### src/rtl/mem_dma_if.sv
// Memory-port bundle between the DMA initiator (master) and the single-port RAM (slave).
interface mem_dma_if #(
  parameter int ADDR_W = 8,
  parameter int DATA_W = 8
);
  logic              mem_we;
  logic [ADDR_W-1:0] mem_addr;
  logic [DATA_W-1:0] mem_wdata;
  logic [DATA_W-1:0] mem_rdata;

  modport master (
    output mem_we,
    output mem_addr,
    output mem_wdata,
    input  mem_rdata
  );

  modport slave (
    input  mem_we,
    input  mem_addr,
    input  mem_wdata,
    output mem_rdata
  );
endinterface

### src/rtl/mem_dma.sv
// Block copy/fill engine driving a synchronous single-port RAM.
// Optional MEM_DMA_CHECKSUM_EN adds a running byte-sum of the bytes written.
module mem_dma #(
  parameter int ADDR_W = 8,
  parameter int DATA_W = 8,
  parameter int LEN_W  = 9
) (
  input  logic              clk,
  input  logic              rst_n,
  input  logic              start,
  input  logic              mode,
  input  logic [ADDR_W-1:0] src_addr,
  input  logic [ADDR_W-1:0] dst_addr,
  input  logic [LEN_W-1:0]  len,
  input  logic [DATA_W-1:0] fill_val,
  input  logic              abort,
  output logic              busy,
  output logic              done,
  mem_dma_if.master         mem
`ifdef MEM_DMA_CHECKSUM_EN
  ,
  output logic [DATA_W-1:0] checksum
`endif
);

  typedef enum logic [2:0] {
    S_IDLE,
    S_RD,
    S_WR,
    S_FILL,
    S_DONE
  } state_t;

  localparam logic [LEN_W-1:0] MAX_LEN = LEN_W'(2 ** ADDR_W);

  state_t            r_state;
  state_t            w_next_state;
  logic [ADDR_W-1:0] r_src_ptr;
  logic [ADDR_W-1:0] r_dst_ptr;
  logic [LEN_W-1:0]  r_remaining;
  logic [DATA_W-1:0] r_fill_val;

  logic [LEN_W-1:0]  w_len_clamped;
  logic              w_last;
  logic              w_we;
  logic [ADDR_W-1:0] w_addr;
  logic [DATA_W-1:0] w_wdata;
  logic              w_accept;

  assign w_len_clamped = (len > MAX_LEN) ? MAX_LEN : len;
  assign w_last        = (r_remaining == LEN_W'(1));
  assign w_accept      = (r_state == S_IDLE) && start;

  // NOTE: every output of this block gets a default first so no path leaves a latch.
  always_comb begin
    w_next_state = r_state;
    busy         = 1'b0;
    done         = 1'b0;
    w_we         = 1'b0;
    w_addr       = '0;
    w_wdata      = '0;
    unique case (r_state)
      S_IDLE: begin
        if (start) begin
          if (w_len_clamped == '0) w_next_state = S_DONE;
          else if (mode)           w_next_state = S_FILL;
          else                     w_next_state = S_RD;
        end
      end
      S_RD: begin
        busy         = 1'b1;
        w_addr       = r_src_ptr;
        w_next_state = abort ? S_IDLE : S_WR;
      end
      S_WR: begin
        busy    = 1'b1;
        w_we    = 1'b1;
        w_addr  = r_dst_ptr;
        w_wdata = mem.mem_rdata;
        if (abort)       w_next_state = S_IDLE;
        else if (w_last) w_next_state = S_DONE;
        else             w_next_state = S_RD;
      end
      S_FILL: begin
        busy    = 1'b1;
        w_we    = 1'b1;
        w_addr  = r_dst_ptr;
        w_wdata = r_fill_val;
        if (abort)       w_next_state = S_IDLE;
        else if (w_last) w_next_state = S_DONE;
      end
      S_DONE: begin
        done         = 1'b1;
        w_next_state = S_IDLE;
      end
      default: w_next_state = S_IDLE;
    endcase
  end

  assign mem.mem_we    = w_we;
  assign mem.mem_addr  = w_addr;
  assign mem.mem_wdata = w_wdata;

  // NOTE: state is updated with non-blocking assignments so every register samples pre-edge values.
  always_ff @(posedge clk or negedge rst_n) begin
    if (!rst_n) r_state <= S_IDLE;
    else        r_state <= w_next_state;
  end

  always_ff @(posedge clk or negedge rst_n) begin
    if (!rst_n) begin
      r_src_ptr   <= '0;
      r_dst_ptr   <= '0;
      r_remaining <= '0;
      r_fill_val  <= '0;
    end else if (w_accept) begin
      r_src_ptr   <= src_addr;
      r_dst_ptr   <= dst_addr;
      r_remaining <= w_len_clamped;
      r_fill_val  <= fill_val;
    end else if (r_state == S_WR) begin
      r_src_ptr   <= r_src_ptr + 1'b1;
      r_dst_ptr   <= r_dst_ptr + 1'b1;
      r_remaining <= r_remaining - 1'b1;
    end else if (r_state == S_FILL) begin
      r_dst_ptr   <= r_dst_ptr + 1'b1;
      r_remaining <= r_remaining - 1'b1;
    end
  end

`ifdef MEM_DMA_CHECKSUM_EN
  logic [DATA_W-1:0] r_checksum;

  // Includes the byte written in an aborted cycle, since that write still lands.
  always_ff @(posedge clk or negedge rst_n) begin
    if (!rst_n)                                   r_checksum <= '0;
    else if (w_accept)                            r_checksum <= '0;
    else if (r_state == S_WR || r_state == S_FILL) r_checksum <= r_checksum + w_wdata;
  end

  assign checksum = r_checksum;
`endif

endmodule

### src/flat_wrapper.sv
// flat-port wrapper written by rule: the top's interface ports become plain ports
module mem_dma_flat 
#(
  parameter int ADDR_W = 8,
  parameter int DATA_W = 8,
  parameter int LEN_W  = 9
)
  (clk, rst_n, start, mode, src_addr, dst_addr, len, fill_val, abort, busy, done, mem_mem_we, mem_mem_addr, mem_mem_wdata, mem_mem_rdata);
  mem_dma_if #(.ADDR_W(ADDR_W), .DATA_W(DATA_W)) mem_i ();
  input  logic clk;
  input  logic rst_n;
  input  logic start;
  input  logic mode;
  input  logic [ADDR_W-1:0] src_addr;
  input  logic [ADDR_W-1:0] dst_addr;
  input  logic [LEN_W-1:0] len;
  input  logic [DATA_W-1:0] fill_val;
  input  logic abort;
  output logic busy;
  output logic done;
  output wire logic [$bits(mem_i.mem_we)-1:0] mem_mem_we;
  output wire logic [$bits(mem_i.mem_addr)-1:0] mem_mem_addr;
  output wire logic [$bits(mem_i.mem_wdata)-1:0] mem_mem_wdata;
  input wire logic [$bits(mem_i.mem_rdata)-1:0] mem_mem_rdata;
  assign mem_mem_we = mem_i.mem_we;
  assign mem_mem_addr = mem_i.mem_addr;
  assign mem_mem_wdata = mem_i.mem_wdata;
  assign mem_i.mem_rdata = mem_mem_rdata;
  mem_dma #(.ADDR_W(ADDR_W), .DATA_W(DATA_W), .LEN_W(LEN_W)) u_core (.clk(clk), .rst_n(rst_n), .start(start), .mode(mode), .src_addr(src_addr), .dst_addr(dst_addr), .len(len), .fill_val(fill_val), .abort(abort), .busy(busy), .done(done), .mem(mem_i));
endmodule
### config.mk
export PLATFORM = sky130hd
export DESIGN_NAME = mem_dma_flat
export DESIGN_NICKNAME = d
export VERILOG_FILES = /design/src/rtl/mem_dma_if.sv /design/src/rtl/mem_dma.sv /design/src/flat_wrapper.sv
export SDC_FILE = /design/constraint.sdc
export NUM_CORES = 1
export LEC_CHECK = 0
export CORE_UTILIZATION = 50
export CTS_BUF_LIST = sky130_fd_sc_hd__clkbuf_16
export DETAILED_ROUTE_END_ITERATION = 10
export PLACE_DENSITY = 0.93
export SLEW_MARGIN = 10
export SYNTH_ARGS = -nofsm -noshare
export SYNTH_HDL_FRONTEND = slang
export SYNTH_SLANG_ARGS = --single-unit
### constraint.sdc
create_clock -name clk -period 3.9 [get_ports clk]
set_clock_uncertainty 0.2 [all_clocks]
set_input_delay 0.78 -clock clk [delete_from_list [all_inputs] [get_ports clk]]
set_output_delay 0.78 -clock clk [all_outputs]
set_load 0.01 [all_outputs]
==> impl_metrics.ini, run 1 <==
[outcome]
status = finished, final reports clean

[critical_path]
arrival_ns = 2.26
cpMaxStageDelayCell = dfrtp_1
cp_slowest_stage_delay_ns = 0.64
regToRegStartpoint = u_core.r_state[1]$_DFFE_PN0P_
worstPathCellList = nand2b_1, inv_2, clkdlybuf4s50_1
cp_top_family = buffers and inverters
crit_path_max_fanout = 17
r2r-end = u_core.r_remaining[7]$_DFFE_PN0P_
crit_buf_inv = 2
worstSetupPathType = flop to output pin
endpoint_kind = output pin
start_kind = flop
reg2regPathDepth = 5
worstPathRequired_ns = 2.92
rrSetupSlack_ns = 1.56

[sta]
worst_slew_pin_slew_ns = 0.885
hold_ws_ns = 0.276
finalCritPeriodShare = 0.831
layout_setup_ws_ns = 0.659
finalSetupViolCount = 0
layout_min_cycle_time_ns = 3.24
maxClockFrequency_mhz = 309
rsz0062_at_grt = false
setup_tns_ns = 0
timing.slew.headroom = 0.410
final-max-slew-violation-count = 0
finalHoldViolCount = 0

[synth]
netlist_area_um2 = 2100
ys.flop_type = dfrtp_1
yosys_warnings = 0
synthesis.nets = 296
ys_async_sr_fraction = 1.00
synthCells = 246
synth_cell_types = 41
synth_seq_cells = 36
avgSynthCellArea_um2 = 8.55
synth-edff-count = 0
ys_seq_area_frac = 0.428

[pwr]
ir_drop_uv = 332
p_switching_w = 0.000729
clkPwrFrac = 0.196
sw_frac_of_total = 0.385
power_w = 0.00189
pwr-share-seq = 0.389
pwr-share-comb = 0.414
power_density_nw_per_um2 = 652
internal_power_w = 0.00116
leakagePower_nw = 1.22

[detailed_routing]
first_iter_violations = 142
drtAntennaViolNets = 0
drc = 0
firstDrtPassIters = 4
vias = 2042
vias_per_cell = 5.74
wl_um = 5270
avgRoutedWirePerCell_um = 14.8

[global_route]
antenna_found_initial = 0
grt_usage = 0.256
grt_pass1_vias = 1870
grt_pass1_wl_um = 8490
overflow = 0
grt_max_degree = 37

[placement]
io_buffers = 64
pre_cts_ws_ns = 0.951
place_congestion = 0.838
hpwl_um = 3730

[clock_network]
path_clk_slew_ns = 0.05
clock-sinks = 36
clockBufferDepth = 2
cts_hold_buf = 0
cts_resized = 0
cts_made_buffers = 5
cts_tree = built
clk_latency_ns = 0.28
htree_num_levels = 2
cts_root_buf = clkbuf_16
post-cts-setup-buffers = 0

[hold_path]
hold_path.class = flop to flop
holdPathStages = 2
hp-start = u_core.r_fill_val[3]$_DFFE_PN0P_
hold-path-endpoint = u_core.r_fill_val[3]$_DFFE_PN0P_

[floorplan]
start_util = 0.522
die_height_um = 66.9
row_count = 23
core-area_um2 = 4030
io_pins = 65
die_x_um = 66.9
die_area_um2 = 4470

[layout]
nNetsFinal = 355
final_common_cell = clkdlybuf4s50_1
final_cell_mix = 63 x clkdlybuf4s50_1, 41 x nand2_1, 36 x dfrtp_1
antenna_cells = 0
area_growth_pct = 37.9
drive_gt1_frac = 0.0556

[job]
maxCapViolations = 0
routing by layer:
metal	share of wire	vias to the layer above	GRT usage	wire, um
met2	0.49	79	0.420	2570
met5	0	-	0	0
li1	-	992	-	-
met3	0.064	13	0.0616	336
met4	0.019	0	0.136	98
met1	0.43	958	0.308	2260
power by group through the flow:
stage | Clock [W] | Combinational, W | Sequential, W
2_1_floorplan | 0 | 0.000533 | 0.000666
3_3_place_gp | 0 | 0.000749 | 0.000725
3_5_place_dp | 0 | 0.000777 | 0.000734
4_1_cts | 0.000379 | 0.000785 | 0.000729
5_1_grt | 0.000396 | 0.000874 | 0.000760
6_report | 0.000372 | 0.000784 | 0.000736
cell usage after synthesis (all sizes together), types with 2 or more instances:
master | number | area [um2]
mux2i | 8 | 80.1
a21oi | 7 | 35.0
o21ai | 11 | 55.1
and4 | 2 | 17.5
ha | 4 | 50.1
o211ai | 2 | 15.0
nand3 | 11 | 55.1
nor2 | 37 | 144
a211oi | 6 | 45.0
o311ai | 2 | 17.5
nor4 | 4 | 25.0
or3 | 2 | 12.5
nand4 | 4 | 25.0
a22oi | 12 | 90.1
xnor2 | 3 | 26.3
buf | 10 | 53.8
and3 | 5 | 31.3
nor4b | 2 | 30.0
xor2 | 6 | 52.6
a311oi | 3 | 26.3
nand2 | 41 | 154
dfrtp | 36 | 901
nor3 | 7 | 35.0
clkbuf | 6 | 22.5
inv | 5 | 18.8
area by class of cell:
class	instances	area [um2]
repair buffers	68	666
clock inverters	3	11.3
inverters	5	18.8
clock buffers	5	125
well taps	50	62.6
multi-input cells	189	1120
flip-flops and latches	36	901
fillers	301	1130
state kept, by name, indices dropped and copies added, names as in the netlist:
name and count:
u_core.r_remaining 9, u_core.r_state 3, u_core.r_src_ptr 8, u_core.r_fill_val 8, u_core.r_dst_ptr 8
stage by stage:
step | instances | utilization | instance area [um2]
floorplan | 246 | - | 2100
global placement | 348 | 0.686 | 2770
detailed placement | 348 | 0.686 | 2770
CTS | 356 | 0.720 | 2900
global route | 356 | 0.720 | 2900
finish | 356 | 0.720 | 2900
cells by family (layout without fill, tap and decap cells):
family          Yosys count  in the layout  synth area share
xor+xnor                  9              9            0.0375
buf+inv                  21             81            0.0452
mux                       8              8            0.0381
flops                    36             36             0.428
compound gates           46             46             0.147
fa+ha+maj                 4              4            0.0238
simple gates            122            122             0.281
worst register-to-register path, stage by stage, from the launching register on:
cell and delay (ns):
dfrtp_1 0.64, nand2b_1 0.39, inv_2 0.36, nand4_1 0.21, o311ai_1 0.27, o211ai_1 0.14
how the worst max path moves through the flow:
stage	from	end	slack (ns)	depth (start not counted)
after floorplan	u_core.r_state[0]$_DFFE_PN0P_	mem_mem_wdata[0]	1.75	4
after global placement	mem_mem_rdata[0]	mem_mem_wdata[0]	1.0	4
after detailed placement	u_core.r_state[1]$_DFFE_PN0P_	mem_mem_wdata[4]	0.95	4
after CTS	u_core.r_state[1]$_DFFE_PN0P_	mem_mem_wdata[4]	0.66	4
after global routing	u_core.r_state[1]$_DFFE_PN0P_	mem_mem_we	0.46	3
final	u_core.r_state[1]$_DFFE_PN0P_	mem_mem_we	0.66	3
Note: power is estimated with default switching activity, not from simulation.
==> inputs of run 2 (changes only) <==
--- a/config.mk
+++ b/config.mk
@@ -5,10 +5,10 @@
 export SDC_FILE = /design/constraint.sdc
 export NUM_CORES = 1
 export LEC_CHECK = 0
-export CORE_UTILIZATION = 50
+export CORE_UTILIZATION = 47
 export CTS_BUF_LIST = sky130_fd_sc_hd__clkbuf_16
 export DETAILED_ROUTE_END_ITERATION = 10
-export PLACE_DENSITY = 0.93
+export PLACE_DENSITY = 0.88
 export SLEW_MARGIN = 10
 export SYNTH_ARGS = -nofsm -noshare
 export SYNTH_HDL_FRONTEND = slang
==> constraint.sdc (replaced) <==
create_clock -name clk -period 3.1 [get_ports clk]
set_clock_uncertainty 0.2 [all_clocks]
set_input_delay 0.62 -clock clk [delete_from_list [all_inputs] [get_ports clk]]
set_output_delay 0.62 -clock clk [all_outputs]
set_load 0.01 [all_outputs]
==> run 2 against run 1 <==
Worst hold slack worse by 0.050 ns. Count of clock-buffer cells in the layout stayed put. Critical path depth stayed put. Die area is 6.2% higher. Cell area is 1.1% higher. Sequential power is 26% higher. Global-route usage is 0.81 points higher. First-iteration DRC count is 9.2% higher. Critical path type unchanged.
==> impl_metrics.ini, run 2 (synthesis gave the netlist of run 1 again) <==
[detailed_routing]
vias_per_cell = 5.80
firstDrtPassIters = 4
first_iter_violations = 155
vias = 2087
avgRoutedWirePerCell_um = 15.4
wl_um = 5550
drtAntennaViolNets = 0
drc = 0

[sta]
finalSetupViolCount = 0
rsz0062_at_grt = true
final-max-slew-violation-count = 0
worst_slew_pin_slew_ns = 0.799
layout_min_cycle_time_ns = 3.04
finalCritPeriodShare = 0.980
layout_setup_ws_ns = 0.0612
maxClockFrequency_mhz = 329
finalHoldViolCount = 0
timing.slew.headroom = 0.467

[clock_network]
htree_num_levels = 2
clock-sinks = 36
post-cts-setup-buffers = 0
cts_root_buf = clkbuf_16
cts_tree = built
cts_hold_buf = 0
cts_resized = 0
path_clk_slew_ns = 0.06
clockBufferDepth = 2
clk_latency_ns = 0.28
cts_made_buffers = 5

[pwr]
power_density_nw_per_um2 = 824
power_w = 0.00242
leakagePower_nw = 1.24
ir_drop_uv = 413

[placement]
pre_cts_ws_ns = 0.382
io_buffers = 64
hpwl_um = 3930
place_congestion = 0.821

[outcome]
status = finished, final reports clean

[floorplan]
start_util = 0.508
row_count = 23
die_height_um = 68.9
die_area_um2 = 4750
io_pins = 65
die_x_um = 68.9
core-area_um2 = 4140

[layout]
largest_register_ffs = 9
drive_gt1_frac = 0.0742
antenna_cells = 0
area_growth_pct = 39.4
final_common_cell = clkdlybuf4s50_1
nNetsFinal = 359
fillers = 318
final_cell_mix = 63 x clkdlybuf4s50_1, 41 x nand2_1, 36 x dfrtp_1
regMostFlops = u_core.r_remaining

[critical_path]
crit_end = mem_mem_wdata[3]
worstSetupPathType = flop to output pin
arrival_ns = 2.22
regToRegStartpoint = u_core.r_state[1]$_DFFE_PN0P_
rrSetupSlack_ns = 0.57
crit_path_max_fanout = 16
startpoint = u_core.r_state[1]$_DFFE_PN0P_
endpoint_kind = output pin
worstPathRequired_ns = 2.28
reg2regPathDepth = 6
start_kind = flop
r2r-end = u_core.r_remaining[7]$_DFFE_PN0P_

[global_route]
antenna_found_initial = 0
overflow = 0
grt_usage = 0.264
grt_max_degree = 37
grt_pass1_wl_um = 9140
grt_pass1_vias = 2028

[job]
maxCapViolations = 0

[hold_path]
hold_path.class = input pin to asynchronous set/reset pin
==> run 2: cell types whose count changed in the layout (fill, tap and decap cells not counted), sizes merged <==
cell,before,now
buf,5,9
clkinv,1,3
inv,7,5
==> run 2: per-stage QoR <==
step                      cells  setup TNS [ns]   util  instance area, um2  hold WS [ns]
final                       360               0  0.708                2930         0.227
after global routing        360          -0.859  0.708                2930         0.298
after CTS                   360               0  0.708                2930         0.252
after detailed placement    352               0  0.675                2800         0.271
after global placement      352               0  0.675                2800         0.267
after floorplan             246               0      -                2100         0.124
==> run 2: worst min path at each step <==
stage	startpoint	to	slack [ns]	cells past startpoint
after global routing	rst_n	u_core.r_remaining[2]$_DFFE_PN0P_	0.30	1
final	rst_n	u_core.r_dst_ptr[0]$_DFFE_PN0P_	0.23	1
after detailed placement	u_core.r_fill_val[7]$_DFFE_PN0P_	u_core.r_fill_val[7]$_DFFE_PN0P_	0.27	2
after CTS	rst_n	u_core.r_remaining[0]$_DFFE_PN0P_	0.25	1
after floorplan	rst_n	u_core.r_dst_ptr[0]$_DFFE_PN0P_	0.12	0
after global placement	u_core.r_fill_val[4]$_DFFE_PN0P_	u_core.r_fill_val[4]$_DFFE_PN0P_	0.27	2
==> run 2: routing by layer <==
layer,global-route usage,up-vias,routed length [um]
met5,0,-,0
met3,0.0641,9,323
met1,0.315,1006,2330
met4,0.117,0,94
met2,0.448,73,2800
li1,-,999,-
==> run 2: critical path, cell delays in order, from the launching register on <==
cell,delay [ns]
dfrtp_1,0.67
nand2b_1,0.47
nor2_1,0.23
clkdlybuf4s50_1,0.55
==> run 2: cell type report <==
class / count / area, um2 / area share
multi-input combinational: 189 / 1120 / 0.381
sequential: 36 / 901 / 0.307
timing repair buffer: 72 / 696 / 0.237
clock buffer: 5 / 125 / 0.0426
tap: 50 / 62.6 / 0.0213
inverter: 5 / 18.8 / 0.00640
clock inverter: 3 / 13.8 / 0.00469
==> run 2: power by group <==
| part | leakage, nW | internal [W] | switching (W) |
|---|---|---|---|
| registers | 0.433 | 0.000684 | 0.000246 |
| clock network | 0.0710 | 0.000292 | 0.000189 |
| logic | 0.738 | 0.000504 | 0.000504 |
| total | 1.24 | 0.00148 | 0.000938 |
==> inputs of run 3 (changes only) <==
--- a/config.mk
+++ b/config.mk
@@ -8,6 +8,7 @@
 export CORE_UTILIZATION = 47
 export CTS_BUF_LIST = sky130_fd_sc_hd__clkbuf_16
 export DETAILED_ROUTE_END_ITERATION = 10
+export MAX_ROUTING_LAYER = met4
 export PLACE_DENSITY = 0.88
 export SLEW_MARGIN = 10
 export SYNTH_ARGS = -nofsm -noshare
==> run 3 against run 2 <==
Cell area unchanged. Sequential cell count did not move. Register-to-register slack about the same. Global-route usage is 0.79 points higher. Fmax down 0.17%. Critical path type unchanged. Largest cell class unchanged.
==> impl_metrics.ini, run 3 (synthesis gave the netlist of run 1 again) <==
[outcome]
status = finished, final reports clean

[global_route]
grt_max_degree = 37
antenna_found_initial = 0
grt_usage = 0.272
grt_pass1_wl_um = 9140
overflow = 0
grt_pass1_vias = 2026

[pwr]
p_switching_w = 0.000941
ir_drop_uv = 417
power_density_nw_per_um2 = 825
pwr-share-comb = 0.417
internal_power_w = 0.00148
clkPwrFrac = 0.199
leakagePower_nw = 1.24
sw_frac_of_total = 0.389
pwr-share-seq = 0.384

[clock_network]
clock-sinks = 36
cts_hold_buf = 0
clockBufferDepth = 2
cts_tree = built
cts_root_buf = clkbuf_16
htree_num_levels = 2
clk_latency_ns = 0.28
path_clk_slew_ns = 0.06
cts_made_buffers = 5
post-cts-setup-buffers = 0

[hold_path]
hold_path.class = input pin to asynchronous set/reset pin

[sta]
finalHoldViolCount = 0
final-max-slew-violation-count = 0
layout_min_cycle_time_ns = 3.04
worst_slew_pin_slew_ns = 0.798
finalCritPeriodShare = 0.982
hold_ws_ns = 0.227
maxClockFrequency_mhz = 329
setup_tns_ns = 0
rsz0062_at_grt = true
finalSetupViolCount = 0
timing.slew.headroom = 0.468

[floorplan]
die_height_um = 68.9
core-area_um2 = 4140
die_area_um2 = 4750
die_x_um = 68.9
start_util = 0.508
io_pins = 65
row_count = 23

[layout]
regMostFlops = u_core.r_remaining
final_common_cell = clkdlybuf4s50_1
largest_register_ffs = 9
final_cell_mix = 63 x clkdlybuf4s50_1, 41 x nand2_1, 36 x dfrtp_1
fillers = 318
nNetsFinal = 359
drive_gt1_frac = 0.0742
utilization = 0.708
instances_no_fill = 360
antenna_cells = 0
area_growth_pct = 39.4

[detailed_routing]
vias_per_cell = 5.79
firstDrtPassIters = 5
drc = 0
avgRoutedWirePerCell_um = 15.5
wl_um = 5590
vias = 2083
drtAntennaViolNets = 0
first_iter_violations = 165

[critical_path]
crit_path_max_fanout = 16
endpoint_kind = output pin
regToRegStartpoint = u_core.r_state[1]$_DFFE_PN0P_
worstSetupPathType = flop to output pin
start_kind = flop
arrival_ns = 2.22
startpoint = u_core.r_state[1]$_DFFE_PN0P_
worstPathRequired_ns = 2.28

[placement]
hpwl_um = 3930
io_buffers = 64
place_congestion = 0.833
dp.cells = 352

[job]
maxCapViolations = 0
run 3: metal layers:
layer / vias up / global-route usage / routed length [um]
li1: 998 / - / -
met1: 1000 / 0.318 / 2400
met2: 76 / 0.447 / 2790
met3: 9 / 0.0625 / 298
met4: 0 / 0.117 / 99
met5: - / - / 0
run 3: worst paths after layout:
check | cells past startpoint | slack, ns | endpoint
max in group asynchronous | 1 | 1.97 | u_core.r_fill_val[7]$_DFFE_PN0P_
hold / removal | 1 | 0.23 | u_core.r_dst_ptr[2]$_DFFE_PN0P_
setup reg to reg | 6 | 0.56 | u_core.r_remaining[7]$_DFFE_PN0P_
min in group clk | 2 | 0.28 | u_core.r_fill_val[7]$_DFFE_PN0P_
hold reg to reg | 2 | 0.28 | u_core.r_fill_val[7]$_DFFE_PN0P_
setup / recovery | 3 | 0.06 | mem_mem_wdata[3]
run 3: through the flow:
step	cell area [um2]	worst slack (ns)	power [W]
after detailed placement	2800	0.382	0.00193
after floorplan	2100	1.11	0.00151
after CTS	2930	0.0710	0.00242
after global placement	2800	0.462	0.00187
after global routing	2930	-0.0999	0.00261
final	2930	0.0559	0.00242
run 3: power by group through the flow:
stage / Sequential, W / Clock, W / Combinational, W
floorplan: 0.000838 / 0 / 0.000670
global placement: 0.000911 / 0 / 0.000960
detailed placement: 0.000924 / 0 / 0.00100
CTS: 0.000920 / 0.000489 / 0.00101
global route: 0.000959 / 0.000513 / 0.00113
finish: 0.000930 / 0.000481 / 0.00101
run 3: layout make-up:
class,instances,area [um2],area share
timing repair buffer,72,696,0.237
inverter,5,18.8,0.00640
tap,50,62.6,0.0213
sequential,36,901,0.307
clock buffer,5,125,0.0426
clock inverter,3,13.8,0.00469
multi-input combinational,189,1120,0.381
run 3: worst max-delay path, cell delays in order (launching register included):
cell             delay, ns
dfrtp_1               0.67
nand2b_1              0.48
nor2_1                0.23
clkdlybuf4s50_1       0.55
run 3: what timing repair did:
action / 4_1_cts / 5_1_grt
setup endpoints to repair: 0 / 16
resized for setup: 0 / 0
hold endpoints to repair: 0 / 0
